===== src/rtl/fr_normalizer.sv =====
// Two-stage leading-one normalizer for the FP MAC datapath.
// Define FR_NORM_DENORM_EN to produce denormals instead of flushing on underflow.
module fr_normalizer #(
   parameter int WIDTH = 24,
   parameter int EXP_W = 8
) (
   input  logic             clock,
   input  logic             resetn,
   input  logic             in_valid,
   output logic             in_ready,
   input  logic             in_sign,
   input  logic [EXP_W-1:0] in_exp,
   input  logic [WIDTH-1:0] in_mant,
   output logic             out_valid,
   input  logic             out_ready,
   output logic             out_sign,
   output logic [EXP_W-1:0] out_exp,
   output logic [WIDTH-1:0] out_mant,
   output logic             out_zero,
   output logic             out_uflow
);

   localparam int SH_W = $clog2(WIDTH);

   logic             s1_valid;
   logic             s1_sign;
   logic             s1_zero;
   logic [EXP_W-1:0] s1_exp;
   logic [WIDTH-1:0] s1_mant;
   logic [SH_W-1:0]  s1_shift;

   logic             s1_load;
   logic             s2_load;
   logic [SH_W-1:0]  lz_shift;

   logic [EXP_W:0]   exp_ext;
   logic [EXP_W:0]   sh_ext;
   logic             uflow;
   logic [WIDTH-1:0] nx_mant;
   logic [EXP_W-1:0] nx_exp;
   logic             nx_zero;
   logic             nx_uflow;
`ifdef FR_NORM_DENORM_EN
   logic [EXP_W:0]   lim_ext;
`endif

   assign s2_load  = !out_valid || out_ready;
   assign s1_load  = !s1_valid || s2_load;
   assign in_ready = s1_load;

   // Ascending scan: the highest set bit writes last and wins.
   always_comb begin
      lz_shift = '0;
      for (int i = 0; i < WIDTH; i++) begin
         if (in_mant[i]) lz_shift = SH_W'(WIDTH - 1 - i);
      end
   end

   always_ff @(posedge clock or negedge resetn) begin
      if (!resetn) begin
         s1_valid <= 1'b0;
         s1_sign  <= 1'b0;
         s1_zero  <= 1'b0;
         s1_exp   <= '0;
         s1_mant  <= '0;
         s1_shift <= '0;
      end else if (s1_load) begin
         s1_valid <= in_valid;
         if (in_valid) begin
            s1_sign  <= in_sign;
            s1_zero  <= (in_mant == '0);
            s1_exp   <= in_exp;
            s1_mant  <= in_mant;
            s1_shift <= lz_shift;
         end
      end
   end

   // Underflow when the adjusted exponent would fall below 1.
   always_comb begin
      exp_ext  = {1'b0, s1_exp};
      sh_ext   = (EXP_W + 1)'(s1_shift);
      uflow    = !s1_zero && (exp_ext <= sh_ext);
      nx_mant  = s1_mant << s1_shift;
      nx_exp   = s1_exp - EXP_W'(s1_shift);
      nx_zero  = s1_zero;
      nx_uflow = uflow;
`ifdef FR_NORM_DENORM_EN
      lim_ext  = '0;
`endif
      if (s1_zero) begin
         nx_mant = '0;
         nx_exp  = '0;
      end else if (uflow) begin
`ifdef FR_NORM_DENORM_EN
         lim_ext = (exp_ext == '0) ? '0 : exp_ext - (EXP_W + 1)'(1);
         nx_mant = s1_mant << lim_ext[SH_W-1:0];
         nx_exp  = '0;
`else
         nx_mant = '0;
         nx_exp  = '0;
         nx_zero = 1'b1;
`endif
      end
   end

   always_ff @(posedge clock or negedge resetn) begin
      if (!resetn) begin
         out_valid <= 1'b0;
         out_sign  <= 1'b0;
         out_exp   <= '0;
         out_mant  <= '0;
         out_zero  <= 1'b0;
         out_uflow <= 1'b0;
      end else if (s2_load) begin
         out_valid <= s1_valid;
         if (s1_valid) begin
            out_sign  <= s1_sign;
            out_exp   <= nx_exp;
            out_mant  <= nx_mant;
            out_zero  <= nx_zero;
            out_uflow <= nx_uflow;
         end
      end
   end

endmodule

===== config.mk =====
export PLATFORM = sky130hd
export DESIGN_NAME = fr_normalizer
export DESIGN_NICKNAME = d
export VERILOG_FILES = /design/src/rtl/fr_normalizer.sv
export SDC_FILE = /design/constraint.sdc
export NUM_CORES = 1
export LEC_CHECK = 0
export CAP_MARGIN = 0
export CORE_ASPECT_RATIO = 1.4
export CORE_MARGIN = 8
export CORE_UTILIZATION = 58
export DETAILED_ROUTE_END_ITERATION = 16
export GPL_TIMING_DRIVEN = 0
export PLACE_DENSITY = 0.86
export RECOVER_POWER = 50
export SLEW_MARGIN = 10
export SYNTH_ARGS = -nofsm -noshare
export SYNTH_HDL_FRONTEND = slang
export SYNTH_SLANG_ARGS = --single-unit

===== constraint.sdc =====
create_clock -name clock -period 5.3 [get_ports clock]
set_input_delay 1.06 -clock clock [delete_from_list [all_inputs] [get_ports clock]]
set_output_delay 1.06 -clock clock [all_outputs]
set_load 0.1 [all_outputs]

==> flow_metrics.py, run 1 <==
metrics = {
    "grt": {
        "grt_pass1_wl_um": 22400,
        "gr-usage-met3_pct": 4.77,
        "grt-busiest-layer": "met2",
        "antenna_found_initial": 0,
        "grt_max_degree": 40,
        "grt_use_total_pct": 25.6,
        "met1_usage_pct": 28.6,
        "met2_usage_pct": 45.3,
        "grt_overflow": 0,
        "grt_pass1_vias": 4386,
    },
    "placement": {
        "gp_congestion": 0.975,
        "hpwl_um": 10600,
        "port-buffer-count": 73,
        "dp_cells": 660,
    },
    "synth": {
        "synth_seq_area_share_pct": 41.3,
        "synth_area_um2": 4600,
        "synth-async-reset-ratio_pct": 100,
        "yosysTopAreaCellShare_pct": 41.3,
        "synthDistinctLibCells": 50,
        "synthCells": 486,
        "avgSynthCellArea_um2": 9.47,
        "synth_top_area_cell": "dfrtp_1",
        "synth_flop_cell": "dfrtp_1",
        "ys_ff_latch": 76,
        "synth_nets": 529,
        "synth.top_cells.by_area": "dfrtp_1 (41%), mux4_2 (10%), nand2_1 (10%), mux2i_1 (6.5%), o21ai_0 (3.2%)",
        "yosysWarnings": 0,
        "synth_edf_count": 0,
    },
    "sta": {
        "relSlewSlack_pct": -35.9,
        "max_freq_mhz": 252,
        "fin_crit_ps": 3970,
        "finalSetupViolations": 0,
        "tightest_slew_ps": 2040,
        "fin_worst_skew_ps": 7.13,
        "rsz0062_at_grt": "no",
        "finalSetupTns_ps": 0,
        "min_period_over_period_pct": 75.0,
        "hold_violations": 0,
        "maxSlewViolCount": 38,
    },
    "power_and_ir_drop": {
        "power.internal_w": 0.00138,
        "powerDensity_nw_per_um2": 464,
        "p_switching_w": 0.00126,
        "vdd_drop_max_v": 0.000378,
        "clockPowerShare_pct": 19.4,
        "leakagePower_nw": 2.48,
        "sw_frac_of_total_pct": 47.8,
        "pwr-share-seq_pct": 30.3,
        "p_comb_share_pct": 50.3,
    },
    "floorplan": {
        "die_h_um": 121,
        "std_cell_rows": 38,
        "die_x_um": 91.3,
        "die_area_um2": 11100,
        "io_pins": 74,
        "initial_utilization_pct": 59.4,
        "coreArea_um2": 7750,
    },
    "worst_setup_path": {
        "crit_start": "out_ready",
        "rrSetupSlack_ps": 1470,
        "cp_max_fo": 4,
        "cp_cell_sequence": "dlygate4sd3_1 > nand3b_1 > clkdlybuf4s50_1",
        "slowest_delay_ps": 1160,
        "timing.rr.start": "s1_shift[3]$_DFFE_PN0P_",
        "r2r_cells": 10,
        "cp.arrival_ps": 2910,
        "endpoint_kind": "primary output",
        "critPathLaunchType": "input pin",
        "cp_slowest_cell": "clkdlybuf4s50_1",
        "cp.required_ps": 4240,
        "criticalPathCategory": "input pin to primary output",
    },
    "finish": {
        "finalNonFillerCells": 676,
        "fin_nets": 614,
        "area_delta_synth_final_pct": 24.0,
        "num_antenna_cells": 0,
        "nFillCells": 573,
        "layout-drive-gt1-share_pct": 9.55,
    },
    "clock_network": {
        "clk_latency_ps": 360,
        "cts_hold_buf": 0,
        "clk_pin_slew_ps": 80,
        "cts_setup_buffers": 0,
        "clk_path_buf_depth": 2,
        "cts.sinks": 76,
        "numCtsBuffers": 9,
        "ctsResizeCount": 0,
        "cts_tree": "yes",
        "clockRootBuffer": "clkbuf_8",
        "htreeDepth": 3,
    },
    "route": {
        "vias": 4260,
        "antenna_left": 0,
        "wirelength_um": 13700,
        "routed_via_density": 6.30,
        "drt-initial-drc-count": 213,
        "route.detailed.drc": 0,
        "dr.pass1.iters": 5,
        "wl_per_cell_um": 20.3,
    },
    "hold_path": {
        "worstHoldStart": "out_exp[3]$_DFFE_PN0P_",
        "hold_path.class": "flip-flop to flip-flop",
        "min_delay_path_depth": 2,
    },
    "run_status": {
        "violations": "max-capacitance violations, max-slew violations",
        "outcome": "complete, but fails checks",
    },
    "job": {
        "max_cap_viol_count": 1,
    },
}
[power by group through the flow]
stage	sequential [W]	combinational, W	clock (W)
floorplan	0.00139	0.000386	0
global placement	0.000803	0.00131	0
detailed placement	0.000811	0.00132	0
CTS	0.000800	0.00133	0.000518
global route	0.000816	0.00139	0.000542
finish	0.000801	0.00133	0.000513
[stage by stage]
| stage | total power (W) | hold WS (ps) | setup slack, ps | area [µm²] | util [%] |
|---|---|---|---|---|---|
| global placement | 0.00211 | 459 | 748 | 5460 | 70.4 |
| finish | 0.00265 | 480 | 1330 | 5710 | 73.6 |
| global route | 0.00275 | 508 | 1260 | 5710 | 73.6 |
| CTS | 0.00265 | 487 | 1390 | 5710 | 73.7 |
| floorplan | 0.00177 | 434 | 2240 | 4600 | - |
| detailed placement | 0.00213 | 470 | 1400 | 5480 | 70.6 |
[metal layers]
metal	vias to the layer above	part of all wire (%)
li1	1932	-
met1	2060	38
met2	222	52
met3	46	6.4
met4	0	3.7
met5	-	0
[cell type report]
type	count	area [µm²]	area share (%)
Clock inverter	4	70.1	1.23
Sequential cell	76	1900	33.3
Clock buffer	12	165	2.89
Buffer	31	135	2.37
Multi-Input combinational cell	367	2520	44.2
Timing Repair Buffer	74	744	13.0
Tap cell	100	125	2.19
Inverter	12	45.0	0.789
[path summary, 6_finish.rpt]
path | endpoint
worst min register to register | out_exp[3]$_DFFE_PN0P_
worst max-delay path | in_ready
max in group asynchronous | out_mant[8]$_DFFE_PN0P_
worst min-delay path | out_exp[3]$_DFFE_PN0P_
min in group asynchronous | s1_valid$_DFFE_PN0N_
worst max register to register | out_mant[14]$_DFFE_PN0P_
[synth_stat cells (2+ instances only)]
cell type  number
inv_1          11
a21o_1          2
and2_1          3
clkbuf_1       23
o221ai_1        2
nor3_1          7
or4_1           2
mux2_2          8
o41ai_1         2
nand3b_1        4
a21oi_1        14
a32o_1          3
dfrtp_1        76
nor4_1          8
o31ai_1         6
o22ai_1         2
mux4_2         21
nand3_1         9
ha_1            5
o211ai_1        4
nor2b_1         3
buf_2           6
mux2i_1        30
a22oi_1         3
a211oi_1        5
o311a_1         2
a221o_1         4
o21ai_0        29
a22o_1         11
xnor2_1         3
nor2_1         27
nand2b_1        5
and3_1          3
a32oi_1         3
or3_1           2
nand2_1       124
[cells in the final DEF (no fill, tap or decap), drive strengths merged, types with 4 or more instances in the layout]
cell type | netlist | layout
clkdlybuf4s50 | 0 | 71
nand2 | 124 | 124
a21oi | 14 | 14
buf | 8 | 9
mux4 | 21 | 21
clkbuf | 23 | 36
nand3b | 4 | 4
a221o | 4 | 4
a211oi | 5 | 5
nand2b | 5 | 5
a22o | 11 | 11
mux2 | 8 | 8
nor3 | 7 | 7
ha | 5 | 5
nor2 | 27 | 27
o21ai | 29 | 29
dfrtp | 76 | 76
nor4 | 8 | 8
mux2i | 30 | 30
o211ai | 4 | 4
nand3 | 9 | 9
o31ai | 6 | 6
inv | 11 | 11
[sequential cells by signal (all words and copies together), names as in the netlist]
signal and cells:
out_mant 24, s1_sign 1, out_sign 1, out_valid 1
s1_valid 1, out_zero 1, out_exp 8, s1_exp 8
s1_shift 5, s1_zero 1, out_uflow 1, s1_mant 24
[kinds of logic after synthesis]
family	Yosys count	share of synthesized area, %
compound gates	97	14.5
buf+inv	43	3.92
xor+xnor	4	0.761
fa+ha+maj	6	1.79
mux	59	18.8
flops	76	41.3
simple gates	201	19.0
[worst max-delay path, delay by kind of cell]
family | cells | cell delay (ps)
AND/OR/NAND/NOR | 1 | 160
buffers and inverters | 2 | 1700
(Power assumes the default switching activity.)
==> inputs of run 2 (changes only) <==
--- a/config.mk
+++ b/config.mk
@@ -8,10 +8,10 @@
 export CAP_MARGIN = 0
 export CORE_ASPECT_RATIO = 1.4
 export CORE_MARGIN = 8
-export CORE_UTILIZATION = 58
+export CORE_UTILIZATION = 54
 export DETAILED_ROUTE_END_ITERATION = 16
 export GPL_TIMING_DRIVEN = 0
-export PLACE_DENSITY = 0.86
+export PLACE_DENSITY = 0.8
 export RECOVER_POWER = 50
 export SLEW_MARGIN = 10
 export SYNTH_ARGS = -nofsm -noshare
==> constraint.sdc (replaced) <==
create_clock -name clock -period 3.9 [get_ports clock]
set_input_delay 0.78 -clock clock [delete_from_list [all_inputs] [get_ports clock]]
set_output_delay 0.78 -clock clock [all_outputs]
set_load 0.1 [all_outputs]
==> flow_metrics.py, run 2 (same netlist as run 1, synthesis figures left out) <==
metrics = {
    "clock_network": {
        "clk_path_buf_depth": 2,
        "clockRootBuffer": "clkbuf_16",
        "cts_setup_buffers": 0,
        "htreeDepth": 3,
        "cts_hold_buf": 0,
        "cts.sinks": 76,
        "numCtsBuffers": 9,
        "ctsResizeCount": 0,
        "cts_tree": "yes",
        "clk_latency_ps": 340,
        "clk_pin_slew_ps": 50,
    },
    "grt": {
        "grt_use_total_pct": 23.8,
        "grt_overflow": 0,
        "grt_pass1_vias": 4190,
        "grt_pass1_wl_um": 21800,
        "antenna_found_initial": 0,
        "grt_max_degree": 43,
    },
    "sta": {
        "min_period_over_period_pct": 92.0,
        "tightest_slew_ps": 1830,
        "fin_crit_ps": 3590,
        "relSlewSlack_pct": -22.2,
        "fin_worst_skew_ps": 6.45,
        "max_freq_mhz": 279,
        "finalSetupViolations": 0,
        "setup_ws_ps": 312,
        "maxSlewViolCount": 36,
        "hold_slack_ps": 476,
        "hold_violations": 0,
    },
    "worst_setup_path": {
        "critPathLaunchType": "flip-flop",
        "cp_max_fo": 10,
        "cp.arrival_ps": 3810,
        "endpoint_kind": "flip-flop",
        "criticalPathCategory": "flip-flop to flip-flop",
        "cp.required_ps": 4120,
    },
    "finish": {
        "fin_nets": 614,
        "largestRegisters": "out_mant: 24 flops, s1_mant: 24 flops",
        "layout-drive-gt1-share_pct": 9.74,
        "final_cell_mix": "nand2_1 (124), dfrtp_1 (76), clkdlybuf4s50_1 (71)",
        "num_antenna_cells": 0,
        "area_delta_synth_final_pct": 26.0,
        "layout_commonest_cell": "nand2_1",
    },
    "route": {
        "wirelength_um": 13600,
        "routed_via_density": 6.07,
        "wl_per_cell_um": 20.1,
        "antenna_left": 0,
        "dr.pass1.iters": 5,
        "vias": 4125,
        "drt-initial-drc-count": 295,
        "route.detailed.drc": 0,
    },
    "floorplan": {
        "die_area_um2": 11800,
        "std_cell_rows": 40,
        "die_h_um": 125,
        "coreArea_um2": 8460,
        "initial_utilization_pct": 54.4,
        "die_x_um": 94.0,
        "io_pins": 74,
    },
    "power_and_ir_drop": {
        "leakagePower_nw": 2.51,
        "vdd_drop_max_v": 0.000501,
        "powerDensity_nw_per_um2": 657,
    },
    "hold_path": {
        "hold_path.class": "flip-flop to flip-flop",
    },
    "placement": {
        "gp_congestion": 0.943,
        "preCtsSetupSlack_ps": 305,
        "port-buffer-count": 73,
        "hpwl_um": 10500,
    },
    "job": {
        "max_cap_viol_count": 1,
    },
    "run_status": {
        "outcome": "complete, but fails checks",
        "violations": "max-capacitance violations, max-slew violations",
    },
}
[run 2: power breakdown]
part | internal [W] | switching (W)
sequential | 0.000950 | 0.000139
clock | 0.000590 | 0.000321
combinational | 0.000519 | 0.00129
[run 2: layout make-up]
cell class | instances | area (µm²)
clock inverter | 4 | 72.6
multi-input combinational | 367 | 2530
clock buffer | 11 | 253
tap | 105 | 131
timing repair buffer | 74 | 729
buffer | 31 | 135
fill | 693 | 2660
inverter | 12 | 45.0
sequential | 76 | 1900
[run 2: worst max-delay path, cell delays in order, from the launching register on]
cell and delay, ps:
dfrtp_1 420, clkbuf_1 470, inv_1 140, clkbuf_1 280, ha_1 420, nand2_1 90, nor4_1 620, or3_1 260
clkbuf_1 380, nor4_1 110, a221o_1 270
[run 2: metal layers]
layer  part of all wire (%)  track usage (%)
met1                     40             27.3
met2                     51             40.2
met3                    4.8             4.25
met4                    4.1             13.0
met5                      0                0
[run 2: path summary, 6_finish.rpt]
path                       slack, ps                startpoint  depth (start not counted)                  endpoint
max                              310   s1_shift[3]$_DFFE_PN0P_                         10  out_mant[16]$_DFFE_PN0P_
min                              480  out_mant[17]$_DFFE_PN0P_                          2  out_mant[17]$_DFFE_PN0P_
max reg2reg                      310   s1_shift[3]$_DFFE_PN0P_                         10  out_mant[16]$_DFFE_PN0P_
min reg2reg                      480  out_mant[17]$_DFFE_PN0P_                          2  out_mant[17]$_DFFE_PN0P_
max in group asynchronous       1110                    resetn                          2    s1_mant[1]$_DFFE_PN0P_
min in group asynchronous        930                    resetn                          1     out_valid$_DFFE_PN0P_
[run 2: through the flow]
step / util [%] / setup TNS, ps / total power (W) / instance area (µm²) / cells
after floorplan: - / 0 / 0.00241 / 4600 / 486
after global placement: 64.6 / -32770 / 0.00288 / 5460 / 664
after detailed placement: 64.8 / 0 / 0.00290 / 5480 / 665
after CTS: 68.7 / 0 / 0.00381 / 5810 / 680
after global routing: 68.6 / -12.0 / 0.00394 / 5800 / 680
final: 68.6 / 0 / 0.00381 / 5800 / 680
==> inputs of run 3 (changes only) <==
--- a/config.mk
+++ b/config.mk
@@ -11,9 +11,10 @@
 export CORE_UTILIZATION = 54
 export DETAILED_ROUTE_END_ITERATION = 16
 export GPL_TIMING_DRIVEN = 0
-export PLACE_DENSITY = 0.8
+export PLACE_DENSITY_LB_ADDON = 0.15
 export RECOVER_POWER = 50
 export SLEW_MARGIN = 10
 export SYNTH_ARGS = -nofsm -noshare
 export SYNTH_HDL_FRONTEND = slang
 export SYNTH_SLANG_ARGS = --single-unit
+export TNS_END_PERCENT = 5
==> flow_metrics.py, run 3 (same netlist as run 1, synthesis figures left out) <==
metrics = {
    "route": {
        "wirelength_um": 13600,
        "route.detailed.drc": 0,
        "dr.pass1.iters": 5,
        "vias": 4176,
        "antenna_left": 0,
        "wl_per_cell_um": 20.0,
        "drt-initial-drc-count": 274,
        "routed_via_density": 6.13,
    },
    "worst_setup_path": {
        "criticalPathCategory": "flip-flop to flip-flop",
        "cp_max_fo": 10,
        "cp_slowest_cell": "nor4_1",
        "crit_path_frequent_cell": "clkbuf_1",
        "cp.arrival_ps": 3850,
        "critPathLaunchType": "flip-flop",
        "path_buf_inv": 4,
        "cp.required_ps": 4120,
        "endpoint_kind": "flip-flop",
        "cp_cell_sequence": "clkbuf_1 > inv_1 > clkbuf_1 > ha_1 > nand2_1 > nor4_1 > or3_1 > clkbuf_1 > nor4_1 > a221o_1",
        "slowest_delay_ps": 530,
        "cp_top_family": "buffers and inverters",
    },
    "sta": {
        "fin_crit_ps": 3630,
        "tightest_slew_ps": 1570,
        "finalSetupViolations": 0,
        "relSlewSlack_pct": -4.68,
        "hold_violations": 0,
        "hold_slack_ps": 475,
        "maxSlewViolCount": 32,
        "rsz0062_at_grt": "no",
        "max_freq_mhz": 275,
        "fin_worst_skew_ps": 6.80,
        "min_period_over_period_pct": 93.1,
        "setup_ws_ps": 269,
    },
    "floorplan": {
        "die_x_um": 94.0,
        "coreArea_um2": 8460,
        "io_pins": 74,
        "die_h_um": 125,
        "initial_utilization_pct": 54.4,
        "std_cell_rows": 40,
        "die_area_um2": 11800,
    },
    "clock_network": {
        "cts.sinks": 76,
        "numCtsBuffers": 9,
        "clk_pin_slew_ps": 60,
        "clk_path_buf_depth": 2,
        "cts_hold_buf": 0,
        "htreeDepth": 3,
        "cts_tree": "yes",
        "clk_latency_ps": 340,
        "clockRootBuffer": "clkbuf_16",
    },
    "placement": {
        "hpwl_um": 10800,
        "preCtsSetupSlack_ps": 177,
        "placedInstanceArea_um2": 5480,
        "gp_congestion": 0.953,
        "port-buffer-count": 73,
    },
    "grt": {
        "met1_usage_pct": 26.9,
        "grt_pass1_vias": 4170,
        "met2_usage_pct": 40.0,
        "gr-usage-met3_pct": 4.01,
        "grt_pass1_wl_um": 21500,
        "grt_max_degree": 47,
        "grt_use_total_pct": 23.5,
        "grt-busiest-layer": "met2",
        "grt_overflow": 0,
        "antenna_found_initial": 0,
    },
    "finish": {
        "layout-drive-gt1-share_pct": 9.90,
        "num_antenna_cells": 0,
        "area_delta_synth_final_pct": 26.3,
        "nFillCells": 704,
        "layout_commonest_cell": "nand2_1",
        "final_cell_mix": "nand2_1 (124), dfrtp_1 (76), clkdlybuf4s50_1 (71)",
        "final_area_um2": 5810,
        "fin_nets": 614,
        "largestRegisters": "out_mant: 24 flops, s1_mant: 24 flops",
    },
    "hold_path": {
        "hold_path.class": "flip-flop to flip-flop",
    },
    "power_and_ir_drop": {
        "leakagePower_nw": 2.51,
        "finalPower_w": 0.00384,
        "powerDensity_nw_per_um2": 661,
        "vdd_drop_max_v": 0.000506,
    },
    "job": {
        "max_cap_viol_count": 1,
    },
    "run_status": {
        "violations": "max-capacitance violations, max-slew violations",
        "outcome": "complete, but fails checks",
    },
}
==> run 3: cell count changes in the layout (fill, tap and decap cells not counted) <==
| cell | delta |
|---|---|
| clkbuf_8 | -2 |
| bufinv_16 | +1 |
| clkinv_2 | +1 |
| clkinvlp_4 | +1 |
==> run 3: worst paths after layout <==
| path | start | to | slack (ps) | cells after the start |
|---|---|---|---|---|
| worst min-delay path | out_exp[4]$_DFFE_PN0P_ | out_exp[4]$_DFFE_PN0P_ | 480 | 2 |
| max in group asynchronous | resetn | s1_mant[4]$_DFFE_PN0P_ | 1240 | 2 |
| worst max-delay path | s1_shift[3]$_DFFE_PN0P_ | out_mant[16]$_DFFE_PN0P_ | 270 | 10 |
| worst max register to register | s1_shift[3]$_DFFE_PN0P_ | out_mant[16]$_DFFE_PN0P_ | 270 | 10 |
| min in group asynchronous | resetn | out_exp[0]$_DFFE_PN0P_ | 820 | 1 |
| worst min register to register | out_exp[4]$_DFFE_PN0P_ | out_exp[4]$_DFFE_PN0P_ | 480 | 2 |
==> run 3: what timing repair did <==
action	CTS	global route
setup buffers	0	0
endpoints found under the setup margin	0	8
resized for setup	0	2
==> run 3: stage by stage <==
stage | TNS [ps] | cells | util (%)
after floorplan | 0 | 486 | -
after CTS | 0 | 681 | 68.8
final | 0 | 681 | 68.7
after detailed placement | 0 | 665 | 64.8
after global placement | -32680 | 664 | 64.6
after global routing | 0 | 681 | 68.7
==> run 3: power breakdown <==
part	switching [W]	leakage [nW]	internal [W]
Combinational	0.00128	1.40	0.000519
Clock	0.000328	0.161	0.000622
Sequential	0.000139	0.951	0.000950
Total	0.00175	2.51	0.00209
==> run 3: area by class of cell <==
type / count / area (µm²) / share of cell area (%)
tap: 105 / 131 / 2.26
clock buffer: 9 / 225 / 3.87
sequential: 76 / 1900 / 32.7
multi-input combinational: 367 / 2530 / 43.5
timing repair buffer: 74 / 729 / 12.5
inverter: 12 / 45.0 / 0.775
buffer: 31 / 135 / 2.32
clock inverter: 7 / 115 / 1.98
==> run 3: worst reg2reg max path, stage by stage (launching register included) <==
cell      delay, ps
dfrtp_1         430
clkbuf_1        510
inv_1           140
clkbuf_1        290
ha_1            440
nand2_1         100
nor4_1          530
or3_1           270
clkbuf_1        390
nor4_1          130
a221o_1         290
==> run 3: layer usage <==
layer  share of wire, %  vias up  wire, µm
li1                   -     1933         -
met1                 39     2012      5340
met2                 51      189      6940
met3                5.7       42       776
met4                4.2        0       578
met5                  0        -         0
